<file path="src/rtl/mips_mem_arbiter.sv">
// ---------------------------------------------------------------------------
// mips_mem_arbiter
//
// Shares the single MIPS memory port between two requesters:
//   requester 0 : multi-cycle MIPS core (instruction and data accesses)
//   requester 1 : program loader / debug port
//
// Arbitration is round-robin with a bounded burst. The grant is decided
// combinationally in the cycle the request is presented, and the granted
// access drives the memory port in that same cycle. Accesses are
// single-beat. Read data comes back from memory RD_LATENCY cycles later and
// is routed to the requester that issued the read, using a small tag pipe.
//
// Ports
//   clk, rst                 clock and synchronous active-high reset
//   req0/we0/addr0/wdata0    core request (held until gnt0)
//   gnt0                     core access accepted this cycle
//   rvalid0/rdata0           core read response
//   req1/we1/addr1/wdata1    loader request (held until gnt1)
//   gnt1                     loader access accepted this cycle
//   rvalid1/rdata1           loader read response
//   mem_addr/mem_wr_data     memory address / write data (0 when idle)
//   mem_wr_en                memory write strobe
//   mem_rd_data              memory read data, RD_LATENCY cycles after read
//   busy                     at least one read still in flight
// ---------------------------------------------------------------------------
module mips_mem_arbiter #(
    parameter int ADDR_WIDTH = 32,
    parameter int DATA_WIDTH = 32,
    parameter int RD_LATENCY = 1,   // 1..4
    parameter int MAX_BURST  = 4    // 1..15
) (
    input  logic                  clk,
    input  logic                  rst,

    input  logic                  req0,
    input  logic                  we0,
    input  logic [ADDR_WIDTH-1:0] addr0,
    input  logic [DATA_WIDTH-1:0] wdata0,
    output logic                  gnt0,
    output logic                  rvalid0,
    output logic [DATA_WIDTH-1:0] rdata0,

    input  logic                  req1,
    input  logic                  we1,
    input  logic [ADDR_WIDTH-1:0] addr1,
    input  logic [DATA_WIDTH-1:0] wdata1,
    output logic                  gnt1,
    output logic                  rvalid1,
    output logic [DATA_WIDTH-1:0] rdata1,

    output logic [ADDR_WIDTH-1:0] mem_addr,
    output logic [DATA_WIDTH-1:0] mem_wr_data,
    output logic                  mem_wr_en,
    input  logic [DATA_WIDTH-1:0] mem_rd_data,

    output logic                  busy
);

    // burst counter is 4 bits wide: enough for the largest legal MAX_BURST
    localparam logic [3:0] BURST_LIMIT = 4'(MAX_BURST);

    typedef enum logic [1:0] {
        IDLE = 2'd0,
        OWN0 = 2'd1,
        OWN1 = 2'd2
    } state_t;

    // -----------------------------------------------------------------------
    // Arbitration state
    // -----------------------------------------------------------------------
    state_t     state_reg, state_next;
    logic       last_reg,  last_next;    // owner of the most recent grant
    logic [3:0] burst_reg, burst_next;   // consecutive grants to current owner

    logic       grant0;
    logic       grant1;
    logic [3:0] burst_inc;

    // saturating increment so a long lone-requester run cannot wrap
    assign burst_inc = (burst_reg >= BURST_LIMIT) ? BURST_LIMIT : burst_reg + 4'd1;

    always_ff @(posedge clk) begin
        if (rst) begin
            state_reg <= IDLE;
            last_reg  <= 1'b1;      // core wins the first tie after reset
            burst_reg <= 4'd0;
        end else begin
            state_reg <= state_next;
            last_reg  <= last_next;
            burst_reg <= burst_next;
        end
    end

    always_comb begin
        grant0     = 1'b0;
        grant1     = 1'b0;
        state_next = IDLE;
        last_next  = last_reg;
        burst_next = 4'd0;

        if (!rst) begin
            if (req0 && req1) begin
                // contention: the owner keeps the port until its burst is
                // used up, then the waiting requester takes over
                unique case (state_reg)
                    OWN0: begin
                        if (burst_reg < BURST_LIMIT) grant0 = 1'b1;
                        else                         grant1 = 1'b1;
                    end
                    OWN1: begin
                        if (burst_reg < BURST_LIMIT) grant1 = 1'b1;
                        else                         grant0 = 1'b1;
                    end
                    default: begin
                        if (last_reg) grant0 = 1'b1;
                        else          grant1 = 1'b1;
                    end
                endcase
            end else if (req0) begin
                grant0 = 1'b1;
            end else if (req1) begin
                grant1 = 1'b1;
            end
        end

        if (grant0) begin
            state_next = OWN0;
            last_next  = 1'b0;
            burst_next = (state_reg == OWN0) ? burst_inc : 4'd1;
        end else if (grant1) begin
            state_next = OWN1;
            last_next  = 1'b1;
            burst_next = (state_reg == OWN1) ? burst_inc : 4'd1;
        end
    end

    assign gnt0 = grant0;
    assign gnt1 = grant1;

    // -----------------------------------------------------------------------
    // Memory port: driven directly by the granted requester, zero otherwise
    // -----------------------------------------------------------------------
    always_comb begin
        mem_addr    = '0;
        mem_wr_data = '0;
        mem_wr_en   = 1'b0;
        if (grant0) begin
            mem_addr    = addr0;
            mem_wr_data = wdata0;
            mem_wr_en   = we0;
        end else if (grant1) begin
            mem_addr    = addr1;
            mem_wr_data = wdata1;
            mem_wr_en   = we1;
        end
    end

    // -----------------------------------------------------------------------
    // Read tag pipe: one stage per cycle of memory latency. Stage 0 receives
    // the tag of the current cycle's access; the last stage lines up with
    // mem_rd_data for that access.
    // -----------------------------------------------------------------------
    logic [RD_LATENCY-1:0] pipe_valid_reg, pipe_valid_next;
    logic [RD_LATENCY-1:0] pipe_owner_reg, pipe_owner_next;

    assign pipe_valid_next[0] = (grant0 && !we0) || (grant1 && !we1);
    assign pipe_owner_next[0] = grant1;

    generate
        for (genvar gi = 1; gi < RD_LATENCY; gi++) begin : g_pipe
            assign pipe_valid_next[gi] = pipe_valid_reg[gi-1];
            assign pipe_owner_next[gi] = pipe_owner_reg[gi-1];
        end
    endgenerate

    always_ff @(posedge clk) begin
        if (rst) begin
            // discards any read in flight so no stale response follows reset
            pipe_valid_reg <= '0;
            pipe_owner_reg <= '0;
        end else begin
            pipe_valid_reg <= pipe_valid_next;
            pipe_owner_reg <= pipe_owner_next;
        end
    end

    logic rsp_valid;
    logic rsp_owner;

    // gated with rst so responses and busy drop in the reset cycle itself
    assign rsp_valid = pipe_valid_reg[RD_LATENCY-1] && !rst;
    assign rsp_owner = pipe_owner_reg[RD_LATENCY-1];

    assign rvalid0 = rsp_valid && !rsp_owner;
    assign rvalid1 = rsp_valid &&  rsp_owner;
    assign rdata0  = rvalid0 ? mem_rd_data : '0;
    assign rdata1  = rvalid1 ? mem_rd_data : '0;

    assign busy = (|pipe_valid_reg) && !rst;

endmodule

</file>
<file path="config.mk">
export PLATFORM = sky130hd
export DESIGN_NAME = mips_mem_arbiter
export DESIGN_NICKNAME = d
export VERILOG_FILES = /design/src/rtl/mips_mem_arbiter.sv
export SDC_FILE = /design/constraint.sdc
export NUM_CORES = 1
export LEC_CHECK = 0
export CAP_MARGIN = 20
export CORE_AREA = 5 5 113 115
export DETAILED_ROUTE_END_ITERATION = 7
export DIE_AREA = 0 0 118 120
export SLEW_MARGIN = 5
export SYNTH_ARGS = -nofsm -noshare
export SYNTH_HDL_FRONTEND = slang
export SYNTH_SLANG_ARGS = --single-unit
</file>
<file path="constraint.sdc">
create_clock -name clk -period 2.55 [get_ports clk]
set_clock_uncertainty 0.15 [all_clocks]
set_input_delay 0.3825 -clock clk [delete_from_list [all_inputs] [get_ports clk]]
set_output_delay 0.3825 -clock clk [all_outputs]
set_load 0.02 [all_outputs]
</file>
==> run_results.csv, run 1 <==
group,metric,value,unit
run_status,outcome,"finished with violations",
run_status,violations,"negative setup slack",
critical_path,worst_setup_path_start_kind,"input port",
clocking,cts_buffers,3,
yosys,yosys.area.top_type,"a22o_1",
drt,drt-wirelength-per-cell,19.8,µm
critical_path,worstSetupEndpointType,"output port",
clocking,cts_buffer_depth,2,
drt,wl,13500,µm
global_route,grt.total_usage,17.4,%
timing,hold_viol_final,0,
floorplanning,die_h,120,µm
global_route,antenna_found_initial,0,
drt,drt_first_pass_iters,4,
clocking,cts.sinks,9,
floorplanning,die_area,14200,µm²
yosys,postSynthAreaPerCell,7.56,µm²
layout,drive_gt1_share,29.0,%
min_path,hold_path.class,"reg -> reg",
clocking,holdBufCountCts,0,
floorplanning,ioPinCount,300,
global_route,overflow,0,
power_and_ir_drop,cellPowerDensity,315,nW/µm²
drt,drc,0,
place,port_buffers,299,
layout,n_antenna_cell,0,
yosys,synth_area_leaders,"a22o_1, and2_1, and3_1",
critical_path,crit_chain,"clkdlybuf4s50_1, a21bo_4, a311oi_4, nor2_4, buf_12, buf_16, a22o_1, buf_2",
floorplanning,fp.dieW,118,µm
clocking,worstSkewPairLatency,240,ps
floorplanning,start_util,13.7,%
yosys,synth.net_count,383,
global_route,grt_pass1_wl,19500,µm
drt,antenna_left,0,
floorplanning,row_count,40,
yosys,yosysUniqueCellTypes,31,
critical_path,arrival,2230,ps
yosys,yosys_warnings,0,
timing,setup_viol,64,
floorplanning,core_area,11700,µm²
place,gp_congestion,0.812,
critical_path,worstPathMaxFanout,5,
yosys,synth_seq_cells,9,
place,placed_cell_area,4880,µm²
place,dp_slack,-545,ps
job,drv_cap,0,
power_and_ir_drop,p_leak,2.61,nW
layout,fin_nets,706,
place,hpwl,10300,µm
global_route,grt_pass1_vias,3298,
critical_path,crit_slowest_cell,"clkdlybuf4s50_1",
critical_path,critPathRequiredTime,2020,ps
layout,syn2layout_area_growth,234,%
clocking,root_buffer,"clkbuf_16",
layout,largest_reg_flops,4,
timing,rsz0062_at_grt,"true",
critical_path,slowest_delay,500,ps
timing,drv_slew,0,
timing,max_freq,362,MHz
power_and_ir_drop,irDropWorstVdd,192,µV
drt,drt-initial-drc-count,93,
layout,fin_util,45.9,%
timing,fin_crit,2760,ps
layout,final_area,5380,µm²
critical_path,crit_type,"in -> out",
layout,multi_input_area,1410,µm²
clocking,cts_tree,"built",
drt,vias,3075,
timing,timing.final.crit_share,108,%
drt,routed_via_density,4.51,
yosys,synth_area,1610,µm²
yosys,syn_inst,213,
layout,fillCellCount,1150,
clocking,htreeDepth,1,
yosys,synth_top_area_share,34.8,%
clocking,path_clk_slew,40,ps
global_route,grt_max_degree,35,
layout,ff_latch_area,183,µm²
yosys,yosysSeqAreaShare,11.2,%
timing,fin_ws,-215,ps
==> cells in the mapped netlist (all sizes together) <==
library cell and count:
o221ai 1, a211oi 2, inv 8, clkbuf 12, nor4b 1, and2 33
nand2 3, or2 1, a22o 64, a21oi 4, ha 4, o32ai 1
o21ai 3, a221o 1, and3 33, nor4 2, a32o 1, nor3 1
nand3b 1, nor2 7, a21bo 1, conb 1, a311oi 1, nor2b 3
buf 12, dfxtp 9, o2bb2ai 1, nand4 2
==> critical path, delay by kind of cell <==
family	cells	cell delay [ps]
compound gates	3	760
simple gates	1	120
buf+inv	4	960
==> cells by family after synthesis <==
logic type               share of synthesized area, %
AO/OA/AOI/OAI                                    43.0
adder cells (fa/ha/maj)                          3.11
buffers and inverters                            9.87
flip-flops                                       11.2
other                                           0.233
AND/OR/NAND/NOR                                  32.6
==> cell usage in the layout (no fill, tap or decap), drive strengths merged <==
cell,count
inv,8
dlymetal6s2s,1
a311oi,1
nor4b,1
clkdlybuf4s15,13
nor2b,3
and3,33
o221ai,1
nor2,7
o21ai,3
conb,1
or2,1
a32o,1
o2bb2ai,1
buf,108
nand3b,1
dfxtp,9
nand4,2
and2,33
o32ai,1
ha,4
nand2,3
a22o,64
a21oi,4
clkbuf,24
dlygate4sd2,35
nor3,1
a21bo,1
a211oi,2
a221o,1
nor4,2
clkdlybuf4s50,165
==> routing by layer <==
| metal | vias to the layer above | GRT usage (%) | wire length, µm |
|---|---|---|---|
| li1 | 1458 | - | - |
| met1 | 1409 | 17.0 | 4570 |
| met2 | 192 | 33.4 | 7150 |
| met3 | 16 | 7.82 | 1520 |
| met4 | 0 | 3.66 | 226 |
| met5 | - | 0 | 0 |
==> timing repair <==
item / in CTS / in global routing
pin swaps: 17 / 14
gates cloned: 7 / 1
buffers inserted: 14 / 2
resized for setup: 433 / 112
setup endpoints to repair: 134 / 99
==> path summary, 6_finish.rpt <==
path	from	endpoint	slack, ps	cells past startpoint
max reg2reg	state_reg[0]$_SDFF_PP0_	burst_reg[2]$_SDFF_PP0_	410	8
max	req1	mem_wr_data[26]	-210	8
min	last_reg$_SDFFE_PP1P_	last_reg$_SDFFE_PP1P_	400	2
min reg2reg	last_reg$_SDFFE_PP1P_	last_reg$_SDFFE_PP1P_	400	2
==> cell type report <==
type / instances / area share, %
clock buffer: 4 / 1.47
inverter: 8 / 0.558
multi-input combinational: 172 / 26.1
sequential: 9 / 3.40
tap: 147 / 3.42
timing repair buffer: 342 / 65.0
==> power breakdown <==
| group | leakage (nW) | switching (mW) | internal (mW) |
|---|---|---|---|
| Combinational | 2.50 | 0.535 | 0.714 |
| Clock | 0.0382 | 0.0713 | 0.209 |
| Sequential | 0.0751 | 0.0102 | 0.155 |
| Total | 2.61 | 0.616 | 1.08 |
==> per-stage QoR <==
stage	TNS [ps]	total power, mW	std cells	hold WS [ps]
floorplan	0	0.586	213	311
global placement	-40830	1.21	658	375
detailed placement	-43660	1.21	658	378
CTS	-11080	1.64	683	390
global route	-12440	1.78	682	429
finish	-8900	1.69	682	403
No activity file was read; power rests on OpenSTA's default activity.
==> run 2, diff against run 1 <==
Settings changed: CORE_AREA 5 5 113 115 to 2 2 115 117, DIE_AREA 0 0 118 120 to 0 0 117 119.
Clock period 2.55 ns to 3.2 ns, I/O delays scaled along.
==> run_results.csv, run 2 (synthesis gave the netlist of run 1 again) <==
group,metric,value,unit
floorplanning,ioPinCount,300,
layout,syn2layout_area_growth,203,%
clocking,cts_buffer_depth,2,
global_route,overflow,0,
critical_path,crit_slowest_cell,"ha_2",
global_route,grt_pass1_vias,2930,
clocking,holdBufCountCts,0,
drt,routed-wl-met3,1060,µm
power_and_ir_drop,cellPowerDensity,225,nW/µm²
critical_path,crit_end,"mem_addr[28]",
clocking,cts.sinks,9,
timing,setup_viol,0,
power_and_ir_drop,p_leak,2.23,nW
critical_path,slowest_delay,380,ps
floorplanning,die_h,119,µm
clocking,cts_tree,"built",
floorplanning,start_util,12.5,%
timing,drv_slew,0,
timing,rsz0062_at_grt,"false",
critical_path,cp_num_buf_inv,4,
critical_path,r2r-end,"burst_reg[2]$_SDFF_PP0_",
drt,drt-initial-drc-count,64,
layout,layout_common_cells,"clkdlybuf4s50_1, a22o_1, dlygate4sd2_1",
clocking,cts_buffers,3,
drt,drt_first_pass_iters,4,
critical_path,worstPathMaxFanout,40,
global_route,grt_pass1_wl,14500,µm
critical_path,r2r_cells,8,
timing,hold_viol_final,0,
drt,routed_via_density,4.23,
critical_path,crit_type,"reg -> out",
critical_path,worstSetupEndpointType,"output port",
drt,wl,9850,µm
timing,fin_crit,3040,ps
critical_path,worst_setup_path_start_kind,"flop",
critical_path,r2r-start,"state_reg[0]$_SDFF_PP0_",
critical_path,crit_chain,"inv_1, ha_2, nor4b_2, buf_4, a311oi_4, nor2_4, buf_12, a22o_1, dlygate4sd2_1",
run_status,outcome,"finished clean",
drt,drc,0,
clocking,root_buffer,"clkbuf_16",
floorplanning,row_count,42,
place,port_buffers,299,
clocking,htreeDepth,1,
critical_path,startpoint,"state_reg[0]$_SDFF_PP0_",
global_route,grt_max_degree,47,
drt,wl_met2,5260,µm
layout,fin_nets,677,
critical_path,arrival,2410,ps
place,hpwl,8530,µm
timing,holdWs,421,ps
power_and_ir_drop,irDropWorstVdd,147,µV
clocking,worstSkewPairLatency,240,ps
global_route,antenna_found_initial,0,
floorplanning,fp.dieW,117,µm
job,drv_cap,0,
drt,drt-wirelength-per-cell,14.4,µm
critical_path,critical_path_depth,9,
drt,antenna_left,0,
floorplanning,die_area,13900,µm²
layout,drive_gt1_share,5.14,%
clocking,path_clk_slew,40,ps
drt,vias,2888,
layout,largest_reg_flops,4,
place,placed_cell_area,4860,µm²
floorplanning,core_area,12900,µm²
timing,max_freq,329,MHz
layout,layout_commonest_cell,"clkdlybuf4s50_1",
layout,final_area,4880,µm²
critical_path,critPathTopFamily,"buffers and inverters",
min_path,hold_path.class,"reg -> reg",
global_route,grt.total_usage,12.9,%
critical_path,critPathRequiredTime,2570,ps
timing,timing.final.crit_share,95.1,%
drt,dr.max_layer_used,"met4",
drt,wl_met1,3430,µm
critical_path,reg2reg_slack,1080,ps
layout,n_antenna_cell,0,
place,gp_congestion,0.882,
-- run 2: what timing repair did --
| item | in CTS | in global routing |
|---|---|---|
| setup buffers | 0 | 0 |
| gates resized for setup | 66 | 7 |
| pin swaps | 0 | 0 |
| gates cloned | 0 | 0 |
| setup endpoints to repair | 64 | 45 |
-- run 2: power breakdown --
group	internal (mW)	leakage (nW)	total, mW	switching [mW]
clock network	0.167	0.0382	0.225	0.0580
registers	0.123	0.0745	0.128	0.00566
logic	0.404	2.12	0.742	0.339
total	0.693	2.23	1.10	0.402
-- run 2: worst min path at each step --
stage | from | endpoint | slack (ps) | cells past startpoint
6_report | last_reg$_SDFFE_PP1P_ | last_reg$_SDFFE_PP1P_ | 420 | 2
5_1_grt | last_reg$_SDFFE_PP1P_ | last_reg$_SDFFE_PP1P_ | 450 | 2
3_5_place_dp | last_reg$_SDFFE_PP1P_ | last_reg$_SDFFE_PP1P_ | 380 | 2
3_3_place_gp | last_reg$_SDFFE_PP1P_ | last_reg$_SDFFE_PP1P_ | 380 | 2
2_1_floorplan | last_reg$_SDFFE_PP1P_ | last_reg$_SDFFE_PP1P_ | 350 | 2
4_1_cts | last_reg$_SDFFE_PP1P_ | last_reg$_SDFFE_PP1P_ | 410 | 2
-- run 2: final cells by class --
class	count	area, µm²
multi-input combinational	172	1290
inverter	8	30.0
timing repair buffer	313	3070
fill	1343	8000
clock buffer	4	78.8
tap	176	220
sequential	9	180
-- run 2: metal layers --
metal  GRT usage [%]  vias to the layer above
li1                -                     1398
met1            12.7                     1299
met2            25.7                      183
met3            3.97                        8
met4            2.28                        0
met5               0                        -
-- run 2: tightest hold or removal path, cell delays in order, from the launching register on --
cell and delay (ps):
dfxtp_1 320, nor2_1 120, a21oi_1 70
-- run 2: per-stage QoR --
step	worst slack (ps)	power (mW)	setup TNS (ps)	cells	utilization [%]
after CTS	89.6	1.10	0	682	37.7
after global placement	-9.37	0.929	-19.9	678	37.7
after floorplan	536	0.466	0	213	-
final	157	1.10	0	682	37.9
after global routing	45.0	1.15	0	682	37.9
after detailed placement	-9.32	0.935	-21.3	678	37.7
